$ cat src/rtl/player_motion_controller.sv
// player_motion_controller
// Turns per-frame jump/walk decisions into a character position. Physics
// advance once per rising edge of the 60 Hz frame tick: a ground/rise/fall
// jump FSM with integer gravity, a wrapping horizontal walk counter, and
// one-cycle status strobes following every frame update.

module player_motion_controller #(
    parameter int X_MAX     = 159,
    parameter int GROUND_Y  = 100,
    parameter int JUMP_VEL  = 12,
    parameter int GRAVITY   = 1,
    parameter int WALK_STEP = 1
) (
    input  logic       CLOCK_50,
    input  logic       reset,
    input  logic       clk_60hz,
    input  logic       jump,
    input  logic       walk,
    output logic [7:0] x_pos,
    output logic [6:0] y_pos,
    output logic       airborne,
    output logic       frame_done,
    output logic       landed
);

    typedef enum logic [1:0] {
        ST_GROUND = 2'b00,
        ST_RISE   = 2'b01,
        ST_FALL   = 2'b10
    } state_t;

    // Parameters narrowed once to the datapath widths they are compared with.
    localparam logic [8:0] X_MAX_C  = 9'(X_MAX);
    localparam logic [8:0] X_WRAP_C = 9'(X_MAX + 1);
    localparam logic [8:0] WALK_C   = 9'(WALK_STEP);
    localparam logic [6:0] GROUND_C = 7'(GROUND_Y);
    localparam logic [4:0] JUMP_C   = 5'(JUMP_VEL);
    localparam logic [4:0] GRAV_C   = 5'(GRAVITY);

    state_t      state_r;
    state_t      state_next_s;
    logic        tick_r;
    logic        frame_s;
    logic [6:0]  height_r;
    logic [6:0]  height_next_s;
    logic [4:0]  vel_r;
    logic [4:0]  vel_next_s;
    logic [7:0]  x_r;
    logic [7:0]  x_next_s;
    logic [8:0]  x_sum_s;
    logic [7:0]  rise_sum_s;
    logic [5:0]  fall_nv_s;
    logic        landed_next_s;
    logic        airborne_r;
    logic        frame_done_r;
    logic        landed_r;

    // tick_r resets high so a tick already high at reset release is not a frame.
    assign frame_s    = clk_60hz & ~tick_r;

    // One extra bit on every intermediate sum keeps carries visible.
    assign x_sum_s    = {1'b0, x_r} + WALK_C;
    assign rise_sum_s = {1'b0, height_r} + {3'b000, vel_r};
    assign fall_nv_s  = {1'b0, vel_r} + {1'b0, GRAV_C};

    // Next jump state, height, speed and landing strobe; holds unless a frame.
    always_comb begin
        state_next_s  = state_r;
        height_next_s = height_r;
        vel_next_s    = vel_r;
        landed_next_s = 1'b0;
        if (frame_s) begin
            case (state_r)
                ST_GROUND: begin
                    if (jump) begin
                        vel_next_s   = JUMP_C;
                        state_next_s = ST_RISE;
                    end else begin
                        state_next_s = ST_GROUND;
                    end
                end
                ST_RISE: begin
                    // Saturate rather than wrap if a parameter set overshoots 7 bits.
                    if (rise_sum_s[7]) begin
                        height_next_s = 7'h7F;
                    end else begin
                        height_next_s = rise_sum_s[6:0];
                    end
                    // Clamp at zero so an odd gravity never underflows the speed.
                    if (vel_r > GRAV_C) begin
                        vel_next_s = vel_r - GRAV_C;
                    end else begin
                        vel_next_s = 5'd0;
                    end
                    if (vel_next_s == 5'd0) begin
                        state_next_s = ST_FALL;
                    end else begin
                        state_next_s = ST_RISE;
                    end
                end
                ST_FALL: begin
                    if ({1'b0, height_r} <= {2'b00, fall_nv_s}) begin
                        height_next_s = 7'd0;
                        vel_next_s    = 5'd0;
                        state_next_s  = ST_GROUND;
                        landed_next_s = 1'b1;
                    end else begin
                        height_next_s = height_r - {1'b0, fall_nv_s};
                        if (fall_nv_s[5]) begin
                            vel_next_s = 5'd31;
                        end else begin
                            vel_next_s = fall_nv_s[4:0];
                        end
                        state_next_s = ST_FALL;
                    end
                end
                default: begin
                    // Unreachable encoding: recover safely to standing on the ground.
                    height_next_s = 7'd0;
                    vel_next_s    = 5'd0;
                    state_next_s  = ST_GROUND;
                end
            endcase
        end else begin
            state_next_s = state_r;
        end
    end

    // Next horizontal position: step on walking frames, wrap past X_MAX.
    always_comb begin
        x_next_s = x_r;
        if (frame_s && walk) begin
            if (x_sum_s > X_MAX_C) begin
                x_next_s = 8'(x_sum_s - X_WRAP_C);
            end else begin
                x_next_s = 8'(x_sum_s);
            end
        end else begin
            x_next_s = x_r;
        end
    end

    // Jump FSM state register.
    always_ff @(posedge CLOCK_50) begin
        if (reset) begin
            state_r <= ST_GROUND;
        end else begin
            state_r <= state_next_s;
        end
    end

    // Datapath, tick history and registered status strobes.
    always_ff @(posedge CLOCK_50) begin
        if (reset) begin
            tick_r       <= 1'b1;
            height_r     <= 7'd0;
            vel_r        <= 5'd0;
            x_r          <= 8'd0;
            airborne_r   <= 1'b0;
            frame_done_r <= 1'b0;
            landed_r     <= 1'b0;
        end else begin
            tick_r       <= clk_60hz;
            height_r     <= height_next_s;
            vel_r        <= vel_next_s;
            x_r          <= x_next_s;
            airborne_r   <= (state_next_s != ST_GROUND);
            frame_done_r <= frame_s;
            landed_r     <= landed_next_s;
        end
    end

    assign x_pos      = x_r;
    assign y_pos      = GROUND_C - height_r;
    assign airborne   = airborne_r;
    assign frame_done = frame_done_r;
    assign landed     = landed_r;

endmodule
$ cat config.mk
export PLATFORM = sky130hd
export DESIGN_NAME = player_motion_controller
export DESIGN_NICKNAME = d
export VERILOG_FILES = /design/src/rtl/player_motion_controller.sv
export SDC_FILE = /design/constraint.sdc
export NUM_CORES = 1
export LEC_CHECK = 0
export BUFFER_PORTS_ARGS = -buffer_cell sky130_fd_sc_hd__buf_2
export CAP_MARGIN = 0
export CORE_AREA = 2 2 68 70
export CTS_BUF_LIST = sky130_fd_sc_hd__clkbuf_16
export CTS_CLUSTER_SIZE = 8
export DETAILED_ROUTE_END_ITERATION = 8
export DIE_AREA = 0 0 70 72
export PLACE_DENSITY = 0.71
export SETUP_SLACK_MARGIN = 0.1
export SKIP_CTS_REPAIR_TIMING = 1
export SLEW_MARGIN = 20
export SYNTH_ARGS = -nofsm -noshare
export SYNTH_HDL_FRONTEND = slang
export SYNTH_SLANG_ARGS = --single-unit
export TNS_END_PERCENT = 30
$ cat constraint.sdc
create_clock -name CLOCK_50 -period 2.7 [get_ports CLOCK_50]
set_input_delay 0.405 -clock CLOCK_50 [delete_from_list [all_inputs] [get_ports CLOCK_50]]
set_output_delay 0.405 -clock CLOCK_50 [all_outputs]
set_load 0.01 [all_outputs]
# After elaboration in Yosys (flattened, before gate mapping)
# Index checks and enable logic that the tools add are counted.
classes:
  add_sub_neg: 7
  order_cmp: 3
  n_eq_ne: 3
  muxes: 17
  bitwise: 5
  reduce_logical: 7
op_table:
  columns: ["cell", "n"]
  rows:
  - ["5-bit 2-to-1 mux", 6]
  - ["7-bit case mux with 3 select lines", 1]
  - ["5-bit case mux with 3 select lines", 1]
  - ["7-bit 2-to-1 mux", 2]
  - ["8-bit by 1-bit adder with 9-bit output (second input constant)", 1]
  - ["9-bit by 8-bit > comparator with 1-bit output (second input constant)", 1]
  - ["7-bit by 5-bit adder with 8-bit output", 1]
  - ["8-bit 2-to-1 mux", 1]
  - ["8-bit subtractor (second input constant)", 1]
  - ["7-bit by 6-bit <= comparator with 1-bit output", 1]
  - ["7-bit by 6-bit subtractor with 7-bit output", 1]
  - ["7-bit subtractor (first input constant)", 1]
  - ["5-bit by 1-bit adder with 6-bit output (second input constant)", 1]
  - ["2-bit 2-to-1 mux", 3]
  - ["2-bit case mux with 3 select lines", 1]
  - ["5-bit by 1-bit > comparator with 1-bit output (second input constant)", 1]
  - ["5-bit logical NOT", 1]
  - ["5-bit by 1-bit subtractor with 5-bit output (second input constant)", 1]
  - ["1-bit inverter", 4]
  - ["2-bit AND reduction", 2]
  - ["3-bit OR reduction", 1]
  - ["2-bit by 1-bit == test with 1-bit output (second input constant)", 1]
  - ["2-bit == test (second input constant)", 1]
  - ["2-bit logical NOT", 1]
  - ["other kinds (5)", 6]
totals:
  ff_bits: 26
  input_bits: 5
  output_inout_bits: 18

# Depth between registers and ports, before layout
# Gate-level depths: netlist of run 1.
depth:
  word_depth: 9
  mapped_depth: 11

# Least setup slack after synthesis of run 1
# No wires, ideal clock.
synth_path:
  kind: "reg2reg"
  startpoint: "reg vel_r[0]"
  endpoint: "reg airborne_r (netlist: airborne)"
  t_arrival_ns: 2.466
  path_slack_ns: 0.107
  path_stages_with_launch: 12
  path_buffers: 0
  synth_period_minus_slack_ns: 2.593
  cell_sequence: "dfxtp_1 inv_1 ha_1 inv_1 ha_1 nor2b_1 o21a_1 o21a_1 o21ai_1 o22ai_1 a32o_1 o21bai_1"
synth_between:
  elab_chain_cells: 9
  elab_cells_between_ends: 13
synth_lines:
  columns: ["element", "line_no", "source"]
  rows:
  - ["from (decl)", "46", "logic [4:0] vel_r;"]
  - ["from (signal assigned)", "165", "vel_r <= vel_next_s;"]
  - ["parallel branches: the longest is 6 deep, another holds 7-bit by 6-bit <= comparator with 1-bit output", null, null]
  - ["2-bit case mux with 3 select lines (*)", "73", "case (state_r)"]
  - ["2-bit 2-to-1 mux (*)", "72", "if (frame_s) begin"]
  - ["2-bit nonzero test (*)", "167", "airborne_r <= (state_next_s != ST_GROUND);"]
  - ["to (signal assigned)", "167", null]
  - ["to (decl)", "54", "logic airborne_r;"]
# Every way passes the cells marked *. The select of a mux whose other input is x is not followed.
# A chain may end at the register's enable or synchronous reset.

# Final worst setup path of run 1
layout_path:
  startpoint: "reg vel_r[0]"
  endpoint: "reg height_r[4]"
layout_between:
  elab_chain_cells: 4
  elab_cells_between_ends: 7
layout_lines:
  columns: ["element", "line_no", "source"]
  rows:
  - ["5-bit by 1-bit adder with 6-bit output", "64", "assign fall_nv_s = {1'b0, vel_r} + {1'b0, GRAV_C};"]
  - ["7-bit by 6-bit subtractor with 7-bit output or 7-bit by 6-bit <= comparator with 1-bit output (tied branches)", "108, 102", null]
  - ["7-bit 2-to-1 mux", "102", "if ({1'b0, height_r} <= {2'b00, fall_nv_s}) begin"]
  - ["7-bit case mux with 3 select lines (*)", "73", null]
  - ["to (signal assigned)", "164", "height_r <= height_next_s;"]
  - ["to (decl)", "44", "logic [6:0] height_r;"]
# Mark *: on every way between the ends. The rest lies on a longest branch, timed or not.

==> results of run 1 <==
## flip-flops by register name, summed over array words and instances (netlist names)
signal      cells
landed          1
airborne        1
x_pos           8
vel_r           5
tick_r          1
frame_done      1
height_r        7
state_r         2
## layout by cell type (no fill, tap or decap), types with 2 or more instances in the layout
master and instances:
nand3_1 6, o21bai_1 3, and3_1 3, a22o_1 2
a21o_1 2, buf_2 22, o311ai_1 2, buf_4 17
a31oi_1 2, ha_1 23, o31ai_1 2, o22ai_1 2
o21ai_0 12, nand2_1 25, nor2_1 28, a21oi_1 14
xnor2_1 12, o211ai_1 2, o21ai_1 9, nor3_1 4
clkbuf_16 3, nor2b_1 5, dfxtp_1 24, fa_1 2
xor2_1 9, dfxtp_4 2, a22oi_1 4, a32oi_1 2
nand4_1 4, inv_1 22, o21a_1 4, nand2b_1 4
nor4_1 3
## area by class of cell
type | count | share of cell area, %
Timing Repair Buffer | 39 | 9.16
Sequential cell | 26 | 20.3
Clock inverter | 1 | 1.16
Clock buffer | 3 | 2.89
Multi-Input combinational cell | 222 | 60.6
Inverter | 23 | 3.33
Tap cell | 52 | 2.51
## worst max-delay path, stage by stage (launching register included)
cell	delay [ns]
dfxtp_4	0.38
buf_4	0.13
ha_1	0.15
inv_1	0.05
fa_1	0.41
nor2b_1	0.13
o21ai_0	0.12
a21oi_1	0.26
o21ai_0	0.12
a32oi_1	0.28
o21ai_1	0.12
a22o_1	0.19
## where the power goes
part | internal, mW | switching (mW)
Sequential | 0.388 | 0.00842
Combinational | 0.0299 | 0.0481
Clock | 0.295 | 0.133
## through the flow
stage          setup WS (ns)  util [%]  total power, mW  hold slack [ns]  cells
3_5_place_dp           0.101      57.7            0.483            0.533    362
6_report               0.266      60.9            0.903            0.363    366
4_1_cts               0.0872      60.2            0.912            0.361    366
5_1_grt                0.110      60.9            0.935            0.385    366
2_1_floorplan          0.107         -            0.459            0.510    281
3_3_place_gp           0.177      57.7            0.483            0.517    362
## cells by family after synthesis
| logic type | count (synthesis) | synth area share (%) |
|---|---|---|
| fa+ha+maj | 25 | 14.9 |
| simple gates | 95 | 21.7 |
| compound gates | 81 | 25.6 |
| flops | 26 | 23.6 |
| buf+inv | 33 | 5.86 |
| xor+xnor | 21 | 8.36 |
## worst paths after layout
kind | slack, ns | end | from | depth (start not counted)
min | 0.36 | tick_r | clk_60hz | 2
max | 0.27 | height_r[4] | vel_r[0] | 11
min reg2reg | 0.50 | vel_r[0] | vel_r[0] | 2
max reg2reg | 0.27 | height_r[4] | vel_r[0] | 11
## routing by layer
metal / GRT usage, % / part of all wire [%]
met1: 31.1 / 50
met2: 35.9 / 46
met3: 1.94 / 3.2
met4: 5.34 / 0.90
met5: 0 / 0
==> flow_metrics.env, run 1 <==
export IMPL_worstPathArrival_ns=2.58
export IMPL_period_share_pct=90.2
export IMPL_syn_inst=281
export IMPL_maxCapViolCount=0
export IMPL_num_rows=24
export IMPL_crit_type="reg2reg"
export IMPL_initialDrtViolationCount=122
export IMPL_routabilityCongestion=0.845
export IMPL_worstHoldPathType="in2reg"
export IMPL_rsz0062_at_grt="false"
export IMPL_setup_viol=0
export IMPL_initial_core_util_pct=51.6
export IMPL_ios=23
export IMPL_grt_use_total_pct=21.8
export IMPL_worstMarginPinSlew_ns=0.565
export IMPL_clk_pin_slew_ns=0.07
export IMPL_fillers=379
export IMPL_stdcell_area_um2=2600
export IMPL_drt_total_wl_um=5330
export IMPL_core_um2=4260
export IMPL_ys_flop_type="dfxtp_1"
export IMPL_cts_tree="built"
export IMPL_synth_top_area_share_pct=23.6
export IMPL_clk_latency_ns=0.26
export IMPL_num_nets_final=345
export IMPL_worstSetupEndpointType="flip-flop"
export IMPL_slew_viol_final=0
export IMPL_multi_input_area_um2=1570
export IMPL_synth_cell_types=60
export IMPL_syn_mean_instance_area_um2=7.83
export IMPL_synth_area_leader_cell="dfxtp_1"
export IMPL_grt_pass1_vias=1923
export IMPL_ir_drop_uv=257
export IMPL_final_layout_size_suffix_gt1_share_pct=18.5
export IMPL_setup_tns_final_ns=0
export IMPL_io_buffers=22
export IMPL_synth_edf_count=0
export IMPL_maxSlewHeadroom_pct=62.2
export IMPL_place_area_um2=2460
export IMPL_synth_area_um2=2200
export IMPL_wl_per_cell_um=14.6
export IMPL_synth_area_leaders="dfxtp_1, ha_1, nor2_1"
export IMPL_num_vias=2113
export IMPL_area_growth_syn_to_layout_pct=18.0
export IMPL_fin_skew_ns=0.00162
export IMPL_htree_levels=1
export IMPL_first_pass_iters=5
export IMPL_outcome="completed"
export IMPL_post_synth_top_count_cell="nor2_1"
export IMPL_detail_route_vias_per_cell=5.77
export IMPL_cts_made_buffers=3
export IMPL_drc=0
export IMPL_grt_pass1_wl_um=8970
export IMPL_antenna_found_initial=0
export IMPL_yosysWarnings=0
export IMPL_root_buffer="clkbuf_16"
export IMPL_regArea_um2=528
export IMPL_synth_top_cells_by_count="nor2_1, dfxtp_1, nand2_1"
export IMPL_syn_num_nets=311
export IMPL_crit_fanout=7
export IMPL_async_flop_share_pct=0
export IMPL_hpwl_um=4040
export IMPL_ys_ff_latch=26
export IMPL_clk_path_buf_depth=2
export IMPL_diodes=0
export IMPL_yosysSeqAreaShare_pct=23.6
export IMPL_dieArea_um2=5040
export IMPL_fp_dieH_um=72
export IMPL_p_per_area_nw_per_um2=348
export IMPL_fp_dieW_um=70
export IMPL_cts_sinks=26
export IMPL_p_leak_nw=1.12
export IMPL_period_minus_slack_ns=2.43
export IMPL_fmax_ghz=0.411
export IMPL_overflow=0
export IMPL_hold_viol_final=0
export IMPL_worstPathRequired_ns=2.85
export IMPL_drtAntennaViolNets=0
export IMPL_cp_start_kind="flip-flop"
export IMPL_grt_start_max_net_pins=20
Power figures use the tool's default switching activity.
==> run 2: changes to the inputs <==
CTS_BUF_LIST = unset   (was sky130_fd_sc_hd__clkbuf_16)
==> run 2 against run 1 <==
Effect of this change: critical path depth shrank 1; cell count stayed put; clock skew barely moved; sequential power is essentially flat; largest power group is now sequential cells; worst setup slack lost 0.024 ns; sequential share of layout area grew 0.31 points; critical endpoint is now airborne; clock power is 24% lower; global-route usage shrank 0.32 points; count of clock-buffer cells in the layout stayed put; worst hold slack worse by 0.023 ns.
==> flow_metrics.env, run 2 (synthesized netlist as in run 1, its figures left out) <==
export IMPL_critPathMostFrequentCell="ha_1"
export IMPL_switching_power_mw=0.185
export IMPL_crit_chain="ha_1 -> nand3_1 -> xor2_1 -> ha_1 -> nand2_1 -> nor3_1 -> nand2b_1 -> o22ai_1 -> a32o_1 -> o21bai_1"
export IMPL_cp_slowest_cell="dfxtp_4"
export IMPL_diodes=0
export IMPL_final_layout_size_suffix_gt1_share_pct=18.2
export IMPL_layout_commonest_cell="nor2_1"
export IMPL_grt_pass1_wl_um=8760
export IMPL_drt_total_wl_um=5210
export IMPL_slowest_delay_ns=0.39
export IMPL_setup_ws_ns=0.241
export IMPL_hpwl_um=4040
export IMPL_root_buffer="clkbuf_8"
export IMPL_initial_core_util_pct=51.6
export IMPL_dieArea_um2=5040
export IMPL_worstPathArrival_ns=2.62
export IMPL_pwr_share_seq_pct=49.5
export IMPL_core_um2=4260
export IMPL_initialDrtViolationCount=110
export IMPL_fp_dieH_um=72
export IMPL_drc=0
export IMPL_hold_viol_final=0
export IMPL_p_int_mw=0.617
export IMPL_num_rows=24
export IMPL_maxCapViolCount=0
export IMPL_drtAntennaViolNets=0
export IMPL_crit_fanout=7
export IMPL_detail_route_vias_per_cell=5.67
export IMPL_fp_dieW_um=70
export IMPL_p_per_area_nw_per_um2=313
export IMPL_cp_top_family="simple AND/OR/NAND/NOR gates"
export IMPL_worst_path_buf_inv=0
export IMPL_worstSetupEndpointType="flip-flop"
export IMPL_setup_tns_final_ns=0
export IMPL_cts_made_buffers=3
export IMPL_fmax_ghz=0.407
export IMPL_first_pass_iters=4
export IMPL_combPwrFrac_pct=9.6
export IMPL_area_growth_syn_to_layout_pct=16.2
export IMPL_setup_viol=0
export IMPL_period_share_pct=91.1
export IMPL_grt_pass1_vias=1888
export IMPL_period_minus_slack_ns=2.46
export IMPL_overflow=0
export IMPL_maxSlewHeadroom_pct=65.9
export IMPL_p_clk_share_pct=40.9
export IMPL_io_buffers=22
export IMPL_outcome="completed"
export IMPL_cts_sinks=26
export IMPL_worstHoldPathType="in2reg"
export IMPL_final_cell_mix="nor2_1, nand2_1, dfxtp_1"
export IMPL_cp_start_kind="flip-flop"
export IMPL_htree_levels=1
export IMPL_grt_start_max_net_pins=20
export IMPL_num_vias=2077
export IMPL_num_nets_final=345
export IMPL_grt_use_total_pct=21.5
export IMPL_clk_pin_slew_ns=0.09
export IMPL_crit_type="reg2reg"
export IMPL_rsz0062_at_grt="false"
export IMPL_place_ws_ns=0.101
export IMPL_worstPathRequired_ns=2.86
export IMPL_slew_viol_final=0
export IMPL_wl_per_cell_um=14.2
export IMPL_fillers=386
export IMPL_ir_drop_uv=208
export IMPL_worstMarginPinSlew_ns=0.509
export IMPL_cts_tree="built"
export IMPL_clk_path_buf_depth=2
export IMPL_largest_register_ffs=8
export IMPL_antenna_found_initial=0
export IMPL_p_leak_nw=1.10
export IMPL_fin_skew_ns=0.00142
export IMPL_sw_frac_of_total_pct=23.0
export IMPL_clk_latency_ns=0.28
export IMPL_ios=23
export IMPL_routabilityCongestion=0.845
-- run 2: cell types whose count changed in the layout (fill, tap and decap cells not counted) --
cell and delta:
nor3_1 +1, nor3_2 -1, o21ai_0 +1, o21ai_1 -1
clkbuf_8 +3, clkbuf_16 -3
-- run 2: path summary, 6_finish.rpt --
kind / from / to / slack [ns] / depth (start not counted)
worst max-delay path: vel_r[0] / airborne / 0.24 / 10
worst min-delay path: clk_60hz / tick_r / 0.34 / 2
worst max register to register: vel_r[0] / airborne / 0.24 / 10
worst min register to register: vel_r[0] / vel_r[0] / 0.51 / 2
-- run 2: final cells by class --
type / instances / area (um^2) / share of cell area (%)
clock inverters: 1 / 30.0 / 1.17
flip-flops and latches: 26 / 528 / 20.6
well taps: 52 / 65.1 / 2.54
inverters: 23 / 86.3 / 3.38
repair buffers: 39 / 238 / 9.30
multi-input cells: 222 / 1570 / 61.4
clock buffers: 3 / 41.3 / 1.61
-- run 2: worst reg2reg max path, cell delays in order, from the launching register on --
cell	delay, ns
dfxtp_4	0.39
ha_1	0.20
nand3_1	0.10
xor2_1	0.18
ha_1	0.39
nand2_1	0.09
nor3_1	0.28
nand2b_1	0.20
o22ai_1	0.10
a32o_1	0.25
o21bai_1	0.16
-- run 2: through the flow --
stage               total power [mW]  hold WS [ns]  std cells  utilization, %  instance area (um^2)
floorplan                      0.459         0.510        281               -                  2200
global placement               0.483         0.517        362            57.7                  2460
detailed placement             0.483         0.533        362            57.7                  2460
CTS                            0.810         0.338        366            59.4                  2530
global route                   0.832         0.362        366            60.0                  2560
finish                         0.801         0.340        366            60.0                  2560
-- run 2: power by group through the flow --
stage / clock network (mW) / logic [mW] / registers, mW
6_report: 0.327 / 0.0772 / 0.397
3_3_place_gp: 0 / 0.0759 / 0.407
5_1_grt: 0.347 / 0.0869 / 0.398
4_1_cts: 0.335 / 0.0764 / 0.398
2_1_floorplan: 0 / 0.0515 / 0.407
3_5_place_dp: 0 / 0.0762 / 0.407
-- run 2: metal layers --
metal,wire length (um),up-vias,global-route usage [%]
li1,-,1079,-
met2,2360,41,34.4
met4,63,0,7.05
met5,0,-,0
met3,172,4,1.53
met1,2620,953,31.0
